--- src/rtl/alu_arbiter.sv ---
// ---------------------------------------------------------------------------
// alu_arbiter
//
// Shares one combinational ALU between two requesters. Each cycle at most one
// requester is granted; its operands and opcode are steered onto the ALU
// ports and the ALU result is captured into a one-entry response buffer on
// the same clock edge. Contention is resolved with a 1-bit round-robin
// pointer. The response buffer is drained through a valid/ready handshake
// and can be refilled on the same edge it drains, giving one result per
// cycle.
//
// ALU control encoding shared with the ALU:
//   0x0 ADD, 0x1 SUB, 0x2 AND, 0x3 OR, 0x4 XOR, 0x5 SLT, 0x6 LTU,
//   0x7 SLL, 0x8 SRL, 0x9 SRA, 0xF NOP. Other codes are forwarded as-is.
//
// Ports:
//   clk, rst                      clock, asynchronous active-high reset
//   req{0,1}_valid / _ready       request handshake per requester
//   req{0,1}_in1 / _in2           32-bit operands per requester
//   req{0,1}_control              4-bit opcode per requester
//   alu_in1, alu_in2, alu_control drive the shared ALU
//   alu_out                       combinational ALU result
//   rsp_valid, rsp_id, rsp_data   buffered response (id = winning requester)
//   rsp_ready                     consumer accepts the response
// ---------------------------------------------------------------------------
module alu_arbiter (
  input  logic        clk,
  input  logic        rst,

  input  logic        req0_valid,
  output logic        req0_ready,
  input  logic [31:0] req0_in1,
  input  logic [31:0] req0_in2,
  input  logic [3:0]  req0_control,

  input  logic        req1_valid,
  output logic        req1_ready,
  input  logic [31:0] req1_in1,
  input  logic [31:0] req1_in2,
  input  logic [3:0]  req1_control,

  output logic [31:0] alu_in1,
  output logic [31:0] alu_in2,
  output logic [3:0]  alu_control,
  input  logic [31:0] alu_out,

  output logic        rsp_valid,
  output logic        rsp_id,
  output logic [31:0] rsp_data,
  input  logic        rsp_ready
);

  localparam logic [3:0] ALU_NOP = 4'hF;

  logic        full;
  logic        buf_id;
  logic [31:0] buf_data;
  logic        prio;

  logic        accept_ok;
  logic        grant_valid;
  logic        grant_id;

  // The buffer can take a new result if it is empty or is being drained on
  // this same edge; this is the only path from rsp_ready, and it feeds the
  // grant side only, never rsp_valid/rsp_data.
  assign accept_ok = !full || rsp_ready;

  // Grant selection. Reset is folded in here so the ready outputs and the
  // ALU drive are forced idle for as long as rst is held, not just after
  // the next edge.
  always_comb begin
    grant_valid = 1'b0;
    grant_id    = 1'b0;
    if (!rst && accept_ok) begin
      if (req0_valid && req1_valid) begin
        grant_valid = 1'b1;
        grant_id    = prio;
      end else if (req0_valid) begin
        grant_valid = 1'b1;
        grant_id    = 1'b0;
      end else if (req1_valid) begin
        grant_valid = 1'b1;
        grant_id    = 1'b1;
      end
    end
  end

  assign req0_ready = grant_valid && !grant_id;
  assign req1_ready = grant_valid &&  grant_id;

  // Steer the winner onto the ALU; an idle ALU sees zeros and NOP so its
  // output is quiet and predictable.
  always_comb begin
    alu_in1     = 32'd0;
    alu_in2     = 32'd0;
    alu_control = ALU_NOP;
    if (grant_valid) begin
      if (grant_id) begin
        alu_in1     = req1_in1;
        alu_in2     = req1_in2;
        alu_control = req1_control;
      end else begin
        alu_in1     = req0_in1;
        alu_in2     = req0_in2;
        alu_control = req0_control;
      end
    end
  end

  // Response buffer and round-robin pointer. A grant always wins over a
  // drain so that a drain and a refill on the same edge leave the buffer
  // full with the new entry. After any grant the pointer moves to the other
  // requester, which covers both the contention and single-request cases.
  always_ff @(posedge clk or posedge rst) begin
    if (rst) begin
      full     <= 1'b0;
      buf_id   <= 1'b0;
      buf_data <= 32'd0;
      prio     <= 1'b0;
    end else if (grant_valid) begin
      full     <= 1'b1;
      buf_id   <= grant_id;
      buf_data <= alu_out;
      prio     <= !grant_id;
    end else if (full && rsp_ready) begin
      full     <= 1'b0;
    end
  end

  assign rsp_valid = full;
  assign rsp_id    = buf_id;
  assign rsp_data  = buf_data;

endmodule

--- config.mk ---
export PLATFORM = sky130hd
export DESIGN_NAME = alu_arbiter
export DESIGN_NICKNAME = d
export VERILOG_FILES = /design/src/rtl/alu_arbiter.sv
export SDC_FILE = /design/constraint.sdc
export NUM_CORES = 1
export LEC_CHECK = 0
export ABC_AREA = 1
export BUFFER_PORTS_ARGS = -buffer_cell sky130_fd_sc_hd__buf_2
export CAP_MARGIN = 20
export CORE_AREA = 2 2 106 108
export CTS_BUF_LIST = sky130_fd_sc_hd__clkbuf_8
export CTS_CLUSTER_DIAMETER = 200
export DETAILED_ROUTE_END_ITERATION = 10
export DIE_AREA = 0 0 108 110
export SYNTH_ARGS = -nofsm -noshare
export SYNTH_HDL_FRONTEND = slang
export SYNTH_SLANG_ARGS = --single-unit
--- constraint.sdc ---
create_clock -name clk -period 1.65 [get_ports clk]
set_input_delay 0.2475 -clock clk [delete_from_list [all_inputs] [get_ports clk]]
set_output_delay 0.2475 -clock clk [all_outputs]
set_load 0.03 [all_outputs]
==> results of run 1 <==
## critical path, delay by kind of cell, from the launching register on
kind | cells | cell delay, ns
buf+inv | 4 | 0.50
flops | 1 | 0.36
simple gates | 5 | 0.43
## metal layers
metal  up-vias  routed length [µm]  GRT usage (%)
met2       256                6280           34.5
met4         2                 293           7.60
li1       1831                   -              -
met1      1751                4670           20.8
met3        23                1120           3.76
met5         -                  13              0
## power breakdown
group / internal [mW] / total [mW] / leakage, nW / switching (mW)
sequential: 0.998 / 1.07 / 0.431 / 0.0759
combinational: 0.787 / 2.02 / 2.39 / 1.23
clock: 0.375 / 0.669 / 0.0557 / 0.294
total: 2.16 / 3.76 / 2.87 / 1.60
## per-stage QoR
stage                     cell area (µm²)  cells  total power, mW  hold WS (ns)
after floorplan                      2510    392             2.13         0.111
after global placement               3990    785             2.71         0.402
after detailed placement             3990    785             2.72         0.403
after CTS                            4830    804             3.75        0.0943
after global routing                 4930    811             3.97         0.122
final                                4930    811             3.76        0.0934
## synth_stat cells, drive strengths merged
cell,number
clkbuf,4
dfrtp,35
nand2,239
buf,31
nand4,64
a21oi,1
inv,7
o21ai,1
nor2,2
nand3,8
## final timing paths
| check | startpoint | slack (ns) | to | depth (start not counted) |
|---|---|---|---|---|
| hold / removal | rst | 0.09 | prio | 3 |
| min in group clk | alu_out[28] | 0.15 | rsp_data[28] | 3 |
| setup / recovery | prio | -0.17 | alu_in2[18] | 9 |
| max in group asynchronous | rst | 1.24 | rsp_data[1] | 3 |
| hold reg to reg | rsp_id | 0.47 | rsp_id | 2 |
| setup reg to reg | rsp_valid | 0.22 | rsp_data[30] | 8 |
## flip-flops by register name (all words and copies together) (netlist names)
signal     count
rsp_valid      1
rsp_data      32
rsp_id         1
prio           1
## what timing repair did
item / 4_1_cts / 5_1_grt
endpoints found under the setup margin: 70 / 71
setup buffers: 6 / 3
pin swaps: 14 / 2
gates resized for setup: 179 / 11
cloned: 5 / 1
## final cells by class
class	count	area [µm²]
fillers	1064	5760
diodes	3	7.51
clock inverters	1	3.75
inverters	7	38.8
repair buffers	303	2210
well taps	140	175
clock buffers	7	96.3
flip-flops and latches	35	876
multi-input cells	315	1520
## cells by family (layout without fill, tap and decap cells)
logic type	Yosys count	after routing
simple gates	313	313
flops	35	35
buf+inv	42	318
compound gates	2	2
other cells	0	3
==> flow_summary_export.csv, run 1 <==
group,metric,value,unit
outcome,status,"complete, but fails checks",
outcome,violations,"setup timing",
run,cap_violations,0,
global_routing,grt_pass1_wl,17400,µm
synthesis,yosysTopAreaCellShare,35.3,%
floorplanning,core,10700,µm²
hold_path,hp-class,"in2async",
synthesis,synth_top_family_by_area,"simple AND/OR/NAND/NOR gates",
worst_setup_path,crit_top_cell,"nand2_1",
worst_setup_path,critPathSlowestCell,"dfrtp_1",
worst_setup_path,worstPathArrival,1.57,ns
synthesis,synth_compound_area_share,0.549,%
worst_setup_path,max_stage_delay,0.36,ns
worst_setup_path,cp_cell_sequence,"inv_2, nand2_2, nand2_4, nor2_4, buf_12, buf_16, nand2_1, nand2_1, buf_6",
placement,port_buffers,276,
cts,path_clk_slew,0.07,ns
synthesis,synthesis.nets,565,
timing,period_needed,1.82,ns
synthesis,synthAdderAreaFrac,0,%
final_layout,synthToLayoutAreaGrowth,96.7,%
worst_setup_path,cp-end-kind,"output port",
routing,drc,0,
global_routing,gr-usage-all-layers,18.6,%
timing,tightest_slew,0.449,ns
routing,ant_nets,0,
routing,drtPass1Iterations,4,
global_routing,antenna_found_initial,4,
synthesis,avgSynthCellArea,6.40,µm²
synthesis,synth_cells,392,
final_layout,final_core_util,46.1,%
timing,maxSlewViolCount,0,
timing,rsz0062_at_grt,"yes",
placement,dpl_worst_slack,0.0261,ns
cts,cts_tree,"built",
placement,hpwl,8450,µm
routing,via_count,3863,
global_routing,grt_pass1_vias,3554,
timing,max_freq,0.549,GHz
cts,cts-hold-fix-buffers,0,
worst_setup_path,worstPathMaxFanout,16,
global_routing,grt_overflow,0,
cts,htree_num_levels,2,
synthesis,yosysWarnings,0,
synthesis,synth_xor_area_share,0,%
routing,avgViaCountPerCell,4.76,
power,p_leak,2.87,nW
synthesis,synthTopCellsByArea,"nand2_1 35%, dfrtp_1 35%, nand4_1 16%",
final_layout,drive_gt1_share,53.6,%
timing,finalCritPeriodShare,110,%
synthesis,synth-simple-area-share,54.0,%
synthesis,ys_seq_area_share,34.9,%
timing,finalSetupTns,-9.52,ns
final_layout,final_cell_mix,"206 x buf_2, 205 x nand2_1, 70 x buf_6, 64 x nand4_1, 35 x dfrtp_1",
timing,final_hold_viol_count,0,
floorplanning,die_y,110,µm
floorplanning,boundaryPins,277,
cts,cts_made_buffers,5,
power,p_per_area,762,nW/µm²
placement,place_congestion,0.921,
cts,cts_sinks,35,
floorplanning,die_width,108,µm
cts,clock_latency,0.29,ns
timing,setup_viol,70,
final_layout,final_common_cell,"buf_2",
synthesis,synth_cell_types,16,
timing,relSlewSlack,70.0,%
floorplanning,die_area,11900,µm²
synthesis,synth_seq_cells,35,
worst_setup_path,startpoint_type,"register",
final_layout,finish.net_count,840,
floorplanning,start_util,23.5,%
synthesis,yosys.area.top_type,"nand2_1",
routing,routed_wl,12400,µm
synthesis,synthMuxAreaShare,0,%
cts,root_buffer,"clkbuf_8",
routing,wire_per_inst,15.3,µm
global_routing,grt_max_degree,55,
power,vdd_drop_max,0.835,mV
timing,setup_ws,-0.171,ns
synthesis,synth_area,2510,µm²
cts,clk_path_buf_depth,2,
floorplanning,row_count,38,
worst_setup_path,critPathKind,"reg2out",
timing,fin_skew,0.00314,ns
worst_setup_path,worst_ep_required_time,1.40,ns
routing,drt-initial-drc-count,315,
No activity file was read; power rests on OpenSTA's default activity.
==> run 2: changes to the inputs <==
--- a/config.mk
+++ b/config.mk
@@ -13,6 +13,7 @@
 export CTS_CLUSTER_DIAMETER = 200
 export DETAILED_ROUTE_END_ITERATION = 10
 export DIE_AREA = 0 0 108 110
+export MAX_ROUTING_LAYER = met4
 export SYNTH_ARGS = -nofsm -noshare
 export SYNTH_HDL_FRONTEND = slang
 export SYNTH_SLANG_ARGS = --single-unit
==> run 2 against run 1 <==
The run still ends with setup timing left. First-iteration DRC count is 2.9% higher. Worst hold slack worse by 0.00069 ns. Critical path depth stayed put. Setup slack got worse by 0.0045 ns. Sequential share of layout area about the same. Flip-flop and latch count unchanged. Final cell count grew 0.12%. Non-clock buffer count unchanged. Final area about the same. Routed wire length down 0.30%. Sequential power hardly changed. Critical path type unchanged. Largest power group unchanged.
==> flow_summary_export.csv, run 2 (synthesis results as in run 1) <==
group,metric,value,unit
floorplanning,row_count,38,
worst_setup_path,reg2reg_slack,0.22,ns
worst_setup_path,worstPathArrival,1.58,ns
floorplanning,die_width,108,µm
cts,cts_made_buffers,5,
final_layout,finish.net_count,840,
floorplanning,die_area,11900,µm²
placement,dpl_worst_slack,0.0261,ns
power,p_per_area,762,nW/µm²
cts,path_clk_slew,0.07,ns
final_layout,final_common_cell,"buf_2",
floorplanning,boundaryPins,277,
placement,post-place-cells,785,
worst_setup_path,reg2reg_from,"rsp_valid",
timing,finalSetupTns,-9.57,ns
final_layout,stdcell_area,4940,µm²
worst_setup_path,worstPathMaxFanout,16,
power,seq_power_share,28.6,%
routing,drt-initial-drc-count,324,
timing,fin_skew,0.00423,ns
power,total_power,3.76,mW
floorplanning,die_y,110,µm
worst_setup_path,cp_cell_sequence,"inv_2, nand2_2, nand2_4, nor2_4, buf_12, buf_16, nand2_1, nand2_1, buf_6",
routing,drtPass1Iterations,6,
timing,final_hold_viol_count,0,
final_layout,largest_reg_flops,32,
worst_setup_path,critPathSlowestCell,"dfrtp_1",
timing,relSlewSlack,70.3,%
worst_setup_path,cp-end-kind,"output port",
final_layout,final_cells,812,
placement,hpwl,8450,µm
worst_setup_path,crit_top_cell,"nand2_1",
global_routing,grt_pass1_vias,3560,
routing,avgViaCountPerCell,4.72,
global_routing,gr-usage-all-layers,19.1,%
placement,place_congestion,0.938,
worst_setup_path,startpoint_type,"register",
final_layout,final_cell_mix,"206 x buf_2, 205 x nand2_1, 70 x buf_6, 64 x nand4_1, 35 x dfrtp_1",
routing,wire_per_inst,15.2,µm
cts,htree_num_levels,2,
power,switching_power,1.60,mW
worst_setup_path,reg2reg_depth,8,
power,internal_power,2.16,mW
floorplanning,core,10700,µm²
timing,finalCritPeriodShare,111,%
power,combPwrFrac,53.7,%
final_layout,final_core_util,46.1,%
final_layout,drive_gt1_share,53.6,%
floorplanning,start_util,23.5,%
timing,tightest_slew,0.446,ns
timing,holdWs,0.0927,ns
worst_setup_path,cp_top_family,"buffers and inverters",
run,cap_violations,0,
cts,cts_tree,"built",
worst_setup_path,max_stage_delay,0.36,ns
cts,clock_latency,0.28,ns
timing,setup_viol,70,
cts,cts_sinks,35,
final_layout,synthToLayoutAreaGrowth,96.8,%
power,vdd_drop_max,0.833,mV
timing,setup_ws,-0.175,ns
placement,port_buffers,276,
placement,placedInstanceArea,3990,µm²
routing,drc,0,
worst_setup_path,startpoint,"prio",
outcome,violations,"setup timing",
hold_path,hp-class,"in2async",
global_routing,grt_pass1_wl,17300,µm
power,p_clk_share,17.7,%
power,sw_frac_of_total,42.6,%
routing,ant_nets,0,
timing,max_freq,0.548,GHz
outcome,status,"complete, but fails checks",
power,p_leak,2.87,nW
routing,routed_wl,12300,µm
worst_setup_path,critPathKind,"reg2out",
global_routing,grt_overflow,0,
global_routing,grt_max_degree,55,
cts,cts-hold-fix-buffers,0,
routing,via_count,3832,
cts,root_buffer,"clkbuf_8",
global_routing,antenna_found_initial,4,
timing,period_needed,1.83,ns
timing,maxSlewViolCount,0,
cts,clk_path_buf_depth,2,
timing,rsz0062_at_grt,"yes",
worst_setup_path,cp_num_buf_inv,4,
worst_setup_path,worst_ep_required_time,1.40,ns
worst_setup_path,reg2reg_to,"rsp_data[11]",
run 2: cell types whose count changed in the layout (fill, tap and decap cells not counted):
cell | previous run | this run
diode_2 | 3 | 4
run 2: timing repair:
| item | in CTS | in global routing |
|---|---|---|
| endpoints found under the setup margin | 70 | 71 |
| pin swaps | 14 | 2 |
| endpoints found under the hold margin | 0 | 0 |
| setup buffers | 6 | 3 |
| gates resized for setup | 179 | 11 |
| cloned | 5 | 1 |
run 2: routing by layer:
metal / vias to the layer above / share of wire (%) / track usage [%] / wire [µm]
li1: 1832 / - / - / -
met1: 1743 / 38 / 21.0 / 4740
met2: 242 / 52 / 34.6 / 6400
met3: 15 / 8.0 / 3.17 / 991
met4: 0 / 1.7 / 7.60 / 212
met5: - / 0 / - / 0
run 2: power groups by stage:
| stage | logic, mW | clock network [mW] | registers (mW) |
|---|---|---|---|
| 3_3_place_gp | 1.62 | 0 | 1.08 |
| 4_1_cts | 1.97 | 0.702 | 1.07 |
| 2_1_floorplan | 0.775 | 0 | 1.36 |
| 6_report | 2.02 | 0.667 | 1.07 |
| 5_1_grt | 2.15 | 0.730 | 1.09 |
| 3_5_place_dp | 1.64 | 0 | 1.08 |
run 2: tightest hold or removal path, cell delays in order:
cell	delay, ns
buf_2	0.11
inv_4	0.05
buf_4	0.39
run 2: final cells by class:
| type | count | area, µm² |
|---|---|---|
| multi-input combinational | 315 | 1520 |
| clock buffer | 7 | 96.3 |
| clock inverter | 1 | 3.75 |
| timing repair buffer | 303 | 2210 |
| sequential | 35 | 876 |
| fill | 1063 | 5760 |
| tap | 140 | 175 |
| inverter | 7 | 38.8 |
| antenna | 4 | 10.0 |
run 2: worst max-delay path by stage:
| stage | slack (ns) | cells past startpoint | endpoint |
|---|---|---|---|
| after floorplan | 0.003 | 7 | req0_ready |
| after global placement | 0.06 | 7 | alu_in2[0] |
| after detailed placement | 0.03 | 7 | alu_in1[31] |
| after CTS | -0.17 | 9 | alu_in2[21] |
| after global routing | -0.26 | 9 | alu_in1[25] |
| final | -0.18 | 9 | alu_in2[18] |
